[src/rtl/cam_capture_rgb444.sv]
// -----------------------------------------------------------------------------
// cam_capture_rgb444
//
// Camera capture front end for a QQVGA (160x120) frame buffer. It samples the
// camera's RGB565 byte stream (two bytes per pixel) on the pixel clock,
// converts each pixel to RGB444, and issues one write per pixel into the
// buffer's write port. A frame-level FSM aligns capture to VSYNC, clips every
// frame to the H_PIX x V_LIN window and pulses `done` at the end of each
// captured frame.
//
// Optional feature macro: CAM_TESTPATTERN_EN
//   When defined, px_data is ignored and each pixel is an 8-bar colour pattern
//   selected from the horizontal position. Timing, FSM and addressing are
//   unchanged.
//
// Ports:
//   clk_w        in   camera pixel clock, also the buffer write clock
//   reset        in   asynchronous active-high reset
//   init         in   level; 1 = capture frames continuously,
//                     0 = stop after the current frame
//   vsync        in   camera VSYNC (high between frames)
//   href         in   camera HREF (high while line bytes are valid)
//   px_data      in   camera byte bus
//   mem_px_addr  out  buffer write address
//   mem_px_data  out  RGB444 pixel for the buffer
//   px_wr        out  one-cycle write strobe
//   done         out  one-cycle pulse at the end of each captured frame
//   busy         out  high while waiting for a frame or capturing
// -----------------------------------------------------------------------------
module cam_capture_rgb444 #(
  parameter int AW    = 15,
  parameter int DW    = 12,
  parameter int H_PIX = 160,
  parameter int V_LIN = 120
) (
  input  logic          clk_w,
  input  logic          reset,
  input  logic          init,
  input  logic          vsync,
  input  logic          href,
  input  logic [7:0]    px_data,
  output logic [AW-1:0] mem_px_addr,
  output logic [DW-1:0] mem_px_data,
  output logic          px_wr,
  output logic          done,
  output logic          busy
);

  // Counters saturate at the window size, so one extra code is needed.
  localparam int XW = $clog2(H_PIX + 1);
  localparam int YW = $clog2(V_LIN + 1);

  localparam logic [XW-1:0] X_LIM     = XW'(H_PIX);
  localparam logic [YW-1:0] Y_LIM     = YW'(V_LIN);
  localparam logic [AW-1:0] ADDR_LAST = AW'(H_PIX * V_LIN - 1);

  typedef enum logic [1:0] {
    ST_IDLE       = 2'd0,
    ST_WAIT_FRAME = 2'd1,
    ST_CAPTURE    = 2'd2
  } state_t;

  state_t        state_q, state_d;
  logic          vsync_q, vsync_d;
  logic          href_q, href_d;
  logic          phase_q, phase_d;
  // First byte of a pixel; bit 3 (lowest red bit) is never used, so only
  // {byte1[7:4], byte1[2:0]} is kept.
  logic [6:0]    byte1_q, byte1_d;
  logic [XW-1:0] x_q, x_d;
  logic [YW-1:0] y_q, y_d;
  logic [AW-1:0] addr_q, addr_d;
  logic [DW-1:0] data_q, data_d;
  logic          wr_q, wr_d;
  logic          done_q, done_d;
  logic          busy_q, busy_d;

  logic [11:0]   pixel;

`ifdef CAM_TESTPATTERN_EN
  // Eight equal-width vertical bars across the line.
  localparam logic [XW-1:0] BAR_W = XW'(H_PIX / 8);
  logic [2:0] bar_idx;

  always_comb begin
    bar_idx = 3'(x_q / BAR_W);
    pixel   = 12'h000;
    case (bar_idx)
      3'd0:    pixel = 12'hFFF;
      3'd1:    pixel = 12'hFF0;
      3'd2:    pixel = 12'h0FF;
      3'd3:    pixel = 12'h0F0;
      3'd4:    pixel = 12'hF0F;
      3'd5:    pixel = 12'hF00;
      3'd6:    pixel = 12'h00F;
      default: pixel = 12'h000;
    endcase
  end
`else
  // RGB565 -> RGB444: R = b1[7:4], G = {b1[2:0], b2[7]}, B = b2[4:1].
  // byte2 is taken straight from the bus in the cycle it is sampled.
  always_comb begin
    pixel = {byte1_q[6:3], byte1_q[2:0], px_data[7], px_data[4:1]};
  end
`endif

  always_comb begin
    state_d = state_q;
    vsync_d = vsync;
    href_d  = href;
    phase_d = phase_q;
    byte1_d = byte1_q;
    x_d     = x_q;
    y_d     = y_q;
    addr_d  = addr_q;
    data_d  = data_q;
    wr_d    = 1'b0;
    done_d  = 1'b0;
    busy_d  = (state_q != ST_IDLE);

    // The address advances once the buffer has taken the current write,
    // and parks on the last window location so it can never run past it.
    if (wr_q && (addr_q != ADDR_LAST)) begin
      addr_d = addr_q + 1'b1;
    end

    case (state_q)
      ST_IDLE: begin
        if (init) begin
          state_d = ST_WAIT_FRAME;
        end
      end

      ST_WAIT_FRAME: begin
        // A high->low VSYNC transition marks the start of a fresh frame.
        if (vsync_q && !vsync) begin
          state_d = ST_CAPTURE;
        end
      end

      ST_CAPTURE: begin
        if (vsync && !vsync_q) begin
          // Frame end (also taken mid-line): any half pixel is dropped.
          done_d  = 1'b1;
          x_d     = '0;
          y_d     = '0;
          addr_d  = '0;
          phase_d = 1'b0;
          state_d = init ? ST_WAIT_FRAME : ST_IDLE;
        end else if (href) begin
          phase_d = ~phase_q;
          if (!phase_q) begin
            byte1_d = {px_data[7:4], px_data[2:0]};
          end else begin
            if ((x_q < X_LIM) && (y_q < Y_LIM)) begin
              wr_d   = 1'b1;
              data_d = DW'(pixel);
            end
            if (x_q < X_LIM) begin
              x_d = x_q + 1'b1;
            end
          end
        end else if (href_q) begin
          // Line end: realign the byte phase and move to the next line
          // only if this line produced at least one pixel.
          phase_d = 1'b0;
          x_d     = '0;
          if ((x_q != '0) && (y_q < Y_LIM)) begin
            y_d = y_q + 1'b1;
          end
        end
      end

      default: begin
        state_d = ST_IDLE;
      end
    endcase
  end

  always_ff @(posedge clk_w or posedge reset) begin
    if (reset) begin
      state_q <= ST_IDLE;
      vsync_q <= 1'b0;
      href_q  <= 1'b0;
      phase_q <= 1'b0;
      byte1_q <= '0;
      x_q     <= '0;
      y_q     <= '0;
      addr_q  <= '0;
      data_q  <= '0;
      wr_q    <= 1'b0;
      done_q  <= 1'b0;
      busy_q  <= 1'b0;
    end else begin
      state_q <= state_d;
      vsync_q <= vsync_d;
      href_q  <= href_d;
      phase_q <= phase_d;
      byte1_q <= byte1_d;
      x_q     <= x_d;
      y_q     <= y_d;
      addr_q  <= addr_d;
      data_q  <= data_d;
      wr_q    <= wr_d;
      done_q  <= done_d;
      busy_q  <= busy_d;
    end
  end

  assign mem_px_addr = addr_q;
  assign mem_px_data = data_q;
  assign px_wr       = wr_q;
  assign done        = done_q;
  assign busy        = busy_q;

endmodule
[config.mk]
export PLATFORM = sky130hd
export DESIGN_NAME = cam_capture_rgb444
export DESIGN_NICKNAME = d
export VERILOG_FILES = /design/src/rtl/cam_capture_rgb444.sv
export SDC_FILE = /design/constraint.sdc
export NUM_CORES = 1
export LEC_CHECK = 0
export CAP_MARGIN = 20
export CORE_MARGIN = 2
export CORE_UTILIZATION = 53
export DETAILED_ROUTE_END_ITERATION = 6
export PLACE_DENSITY = 0.83
export SETUP_SLACK_MARGIN = 0.3
export SYNTH_ARGS = -nofsm -noshare
export SYNTH_HDL_FRONTEND = slang
export SYNTH_SLANG_ARGS = --single-unit
[constraint.sdc]
create_clock -name clk_w -period 2.3 [get_ports clk_w]
set_input_delay 0.23 -clock clk_w [delete_from_list [all_inputs] [get_ports clk_w]]
set_output_delay 0.23 -clock clk_w [all_outputs]
set_load 0.005 [all_outputs]
# Word-level counts from Yosys, hierarchy flattened
# Cells that the tools add are included.
# word_totals
register_bits	57
inputBits	13
# op_classes
addsub	3
magnitude_cmp	2
eq_ne	9
mux	27
bitwise	2
reduce_logical	19
# op_table
cell	n
15-bit 2-to-1 mux	3
8-bit 2-to-1 mux	5
7-bit 2-to-1 mux	4
15-bit by 1-bit adder with 15-bit output (second input constant)	1
15-bit != test (second input constant)	1
4-bit AND reduction	3
1-bit 2-to-1 mux	11
8-bit by 1-bit adder with 8-bit output (second input constant)	1
8-bit less-than comparator (second input constant)	1
8-bit nonzero test	1
7-bit by 1-bit adder with 7-bit output (second input constant)	1
7-bit less-than comparator (second input constant)	1
2-bit 2-to-1 mux	3
2-bit != test (second input constant)	3
3-bit by 1-bit != test with 1-bit output (second input constant)	2
2-bit one-hot mux with 3 select lines	1
2-bit nonzero test	3
1-bit logical AND	5
5-bit AND reduction	1
3-bit AND reduction	1
3-bit nonzero test	1
2-bit by 1-bit == test with 1-bit output (second input constant)	1
2-bit == test (second input constant)	1
1-bit zero test	2
other kinds (4)	5

# Longest topological paths before layout
# logic_depth
word_depth	7
mapped_depth	6

# Worst setup path before layout
# OpenSTA, ideal clock, no wires.
# synth_path
path_type	register to register
start	register addr_q[0], in the netlist mem_px_addr[0]
end	register addr_q[7], in the netlist mem_px_addr[7]
arrival_ps	1605
required_ps	2224
slack_ps	619
path_stages_with_launch	6
path_buffers	0
synth_period_minus_slack_ps	1681
cell_sequence	dfrtp_1 ha_1 and3_1 a41o_1 or4_1 o21ai_1
# synth_between
elab_chain_cells	5
# synth_rtl
item	line_no	source
start: declaration	72	logic [AW-1:0] addr_q, addr_d;
start signal: assignment	202	addr_q <= addr_d;
branches (longest 2 deep; another with 15-bit by 1-bit adder with 15-bit output)	-	
15-bit 2-to-1 mux *	123	if (wr_q && (addr_q != ADDR_LAST)) begin
15-bit 2-to-1 mux	142	if (vsync && !vsync_q) begin
15-bit 2-to-1 mux *	127	case (state_q)
net addr_d[7]	72	
# Mark *: on every way through the listed nets, which the timed path passes.
# A chain may end at the register's enable or synchronous reset.

# Worst setup path in the final report
# layout_path
start	register addr_q[0], in the netlist mem_px_addr[0]
end	register addr_q[5], in the netlist mem_px_addr[5]
# The elaborated chain is that of the path after synthesis.

==> run metrics <==
max-capacitance violation count=0; final net count=316; insertion delay of the later-clocked pin in the worst-skew pair=0.34 ns; Bufs on Longest Clock Path=2; global-route usage over all layers=a little over a fifth; TritonCTS clock tree=done; register-to-register path setup slack=0.43 ns; share of final-layout standard cells stronger than drive strength 1=13.5%; status=finished, final reports clean; met1 routing resource usage after global routing=28.4%; crit path max fanout=17; number of global-route vias before repair=roughly 2.1k; Port Buffer Count=42; remaining global-route overflow=0; arrival time at the worst endpoint=2.13 ns; ANT nets after route=0; Synth Register Bits=57; FMAX=534 MHz; starting density of the core=54.3%; Worst R2R End=mem_px_addr[5]; number of post-CTS setup repair buffers=0; cts-stage hold buffer count=0; largest vdd supply drop=696 uV; share of the yosys chip area belonging to registers=52.1%; Worst Setup Start Kind=flop; Slew headroom=around 59%; launch point of the worst reg-to-reg path=mem_px_addr[0]; dominant combinational cell family by area after synthesis=simple AND/OR/NAND/NOR gates; Vert. Die Dim=75.9 um; power density of the placed cells=1110 mW/mm^2; most instantiated flip-flop cell in the synthesis netlist=sky130_fd_sc_hd__dfrtp_1; WL per Instance=14.7 um; number of cells produced by synthesis=250; worst setup path class=flop to flop; shortest period the worst path allows=1.87 ns; cell row count=26; Synth Area in Adders=1.83%; width of the die=between 70 and 80 um; number of cell instances on the worst register-to-register path=5; nets in the synthesized netlist=267; via count=around 2.2k; post-route clock period utilization=81.4%; relative area change from synthesis to final layout=26.4%; met2 Use GR=34.2%; multiplexer area fraction after synthesis=8.96%; post-cts repair resize count=0; simple-gate share of the synthesized area=20.3%; Synth async-reset ratio=100%; type of element capturing the critical path=flop; summed instance area of the synthesized netlist=0.00274 mm^2; number of top-level pins=43; mean cell area of the mapped netlist=11.0 um^2; CTS H-tree lvls=3; Final setup viols=0; xor-xnor portion of the synthesized cell area=0.960%; sink count of the clock tree=57; Hold Fails Final Rpt=0; Design Area, Final=0.00346 mm^2; per-cell via count in the routed design=5.76; post-route setup TNS=0 ns; post-detailed-route DRC marker count=0; required time of the worst setup path=about 2.6 ns; post-synthesis compound-gate area fraction=12.4%; clock-pin slew on the worst setup and hold paths=approximately 0.070 ns; distinct cell type count of the synthesized netlist=52; total CTS buffers=9; class of the worst hold path=input pin to async pin; Post-Route Skew=around 0.014 ns; leakage dissipation=0.00151 uW; Worst Max-Slew Pin Slew=0.618 ns; worst hold slack=around 0.19 ns; overall routed net length=5510 um; Initial DRT Pass Iterations=4; wire length of the first global-routing pass=9380 um; maximum number of pins on one net before global-route repair=43; Ys Warns=0; Core Box Area=slightly above 0.005 mm^2; total half-perimeter wirelength after legalization and detailed placement=3860 um; unrepaired setup endpoints after global routing=no; count of antenna diodes in the layout=0; clock root buffer master=sky130_fd_sc_hd__clkbuf_8; initial antenna violation count=0; final core utilization=68.6%; Iteration-0 DRC Markers=134; count of flip-flops with a built-in enable after synthesis=0; weighted congestion reported at the end of routability-driven placement=0.817; Most Used Layer, Global Route=met2; met3 layer usage reported by global route=6.75%; placed cell areas=0.00323 mm^2; max-slew violation count=0; die footprint=0.00576 mm^2
[final cells by class]
cell class,instances,area (um^2)
well taps,70,87.6
fillers,377,1580
repair buffers,46,463
flip-flops and latches,57,1430
multi-input cells,176,1230
inverters,9,33.8
clock inverters,5,78.8
clock buffers,11,141
[layer usage]
layer / vias up / wire (um)
li1: 1028 / -
met4: 0 / 115
met3: 12 / 232
met2: 47 / 2650
met5: - / 0
met1: 1066 / 2510
[report_power, final]
part	internal (uW)	total, uW	switching (uW)
clock network	638	1040	400
logic	666	1130	460
registers	1340	1660	328
total	2640	3830	1190
[sequential cells by signal, indices dropped and copies added (netlist names), 2 cells and up]
| name | flops |
|---|---|
| y_q | 7 |
| x_q | 8 |
| mem_px_data | 12 |
| state_q | 2 |
| mem_px_addr | 15 |
| byte1_q | 7 |
[stage by stage]
step | power [uW] | cells | setup slack, ns
6_report | 3830 | 374 | 0.428
5_1_grt | 4080 | 374 | 0.335
4_1_cts | 3850 | 374 | 0.349
3_5_place_dp | 2810 | 358 | 0.293
3_3_place_gp | 2740 | 358 | 0.305
2_1_floorplan | 2200 | 250 | 0.619
[cells in the mapped netlist, types with 4 or more instances]
library cell | number | area, um^2
sky130_fd_sc_hd__and4_1 | 4 | 35.0
sky130_fd_sc_hd__a21oi_1 | 12 | 60.1
sky130_fd_sc_hd__nor2_1 | 12 | 45.0
sky130_fd_sc_hd__or4_1 | 5 | 37.5
sky130_fd_sc_hd__nand4_1 | 6 | 37.5
sky130_fd_sc_hd__inv_1 | 8 | 30.0
sky130_fd_sc_hd__nor2b_1 | 4 | 25.0
sky130_fd_sc_hd__nand3_1 | 16 | 80.1
sky130_fd_sc_hd__o21ai_0 | 12 | 60.1
sky130_fd_sc_hd__nand2_1 | 16 | 60.1
sky130_fd_sc_hd__o22ai_1 | 4 | 25.0
sky130_fd_sc_hd__ha_1 | 4 | 50.1
sky130_fd_sc_hd__o21ai_1 | 4 | 20.0
sky130_fd_sc_hd__dfrtp_1 | 57 | 1430
sky130_fd_sc_hd__and3_1 | 7 | 43.8
sky130_fd_sc_hd__mux2_2 | 11 | 124
sky130_fd_sc_hd__or3_1 | 7 | 43.8
sky130_fd_sc_hd__mux2_1 | 9 | 101
sky130_fd_sc_hd__a31oi_1 | 4 | 25.0
[worst max path at each step]
stage	startpoint	end
global route	mem_px_addr[0]	mem_px_addr[7]
detailed placement	vsync	mem_px_data[6]
floorplan	mem_px_addr[0]	mem_px_addr[7]
finish	mem_px_addr[0]	mem_px_addr[5]
CTS	mem_px_addr[0]	mem_px_addr[5]
global placement	vsync	mem_px_data[10]
[layout by cell type, fill, tap and decap left out, types with 2 or more instances in the layout]
cell type                         count
sky130_fd_sc_hd__dfrtp_1             57
sky130_fd_sc_hd__clkdlybuf4s50_1     42
sky130_fd_sc_hd__nand3_1             16
sky130_fd_sc_hd__nand2_1             16
sky130_fd_sc_hd__nor2_1              12
sky130_fd_sc_hd__a21oi_1             12
sky130_fd_sc_hd__o21ai_0             12
sky130_fd_sc_hd__mux2_2              11
sky130_fd_sc_hd__clkbuf_8            10
sky130_fd_sc_hd__mux2_1               9
sky130_fd_sc_hd__and3_1               7
sky130_fd_sc_hd__inv_1                7
sky130_fd_sc_hd__or3_1                7
sky130_fd_sc_hd__nand4_1              6
sky130_fd_sc_hd__or4_1                5
sky130_fd_sc_hd__o21ai_1              4
sky130_fd_sc_hd__a31oi_1              4
sky130_fd_sc_hd__and4_1               4
sky130_fd_sc_hd__nor2b_1              4
sky130_fd_sc_hd__o22ai_1              4
sky130_fd_sc_hd__ha_1                 4
sky130_fd_sc_hd__nand2b_1             3
sky130_fd_sc_hd__xor2_1               3
sky130_fd_sc_hd__a22o_1               3
sky130_fd_sc_hd__buf_4                3
sky130_fd_sc_hd__o211ai_1             2
sky130_fd_sc_hd__inv_2                2
sky130_fd_sc_hd__and2_1               2
sky130_fd_sc_hd__nor3b_1              2
sky130_fd_sc_hd__mux2i_1              2
sky130_fd_sc_hd__clkinv_2             2
sky130_fd_sc_hd__bufinv_16            2
[cell families (layout without fill, tap and decap cells)]
family | Yosys count | count (layout)
buffers and inverters | 17 | 71
xor gates and xnor gates | 3 | 3
adders and majority gates | 4 | 4
and+or+nand+nor | 94 | 94
muxes | 22 | 22
AOI/OAI and AO/OA | 53 | 53
DFF | 57 | 57
[worst max-delay path: stages, from the launching register on]
cell and delay [ns]:
sky130_fd_sc_hd__dfrtp_1 0.44, sky130_fd_sc_hd__ha_1 0.25, sky130_fd_sc_hd__and3_1 0.23, sky130_fd_sc_hd__a41o_4 0.32, sky130_fd_sc_hd__or4_1 0.47, sky130_fd_sc_hd__o21ai_1 0.08
Note: power is estimated with default switching activity, not from simulation.
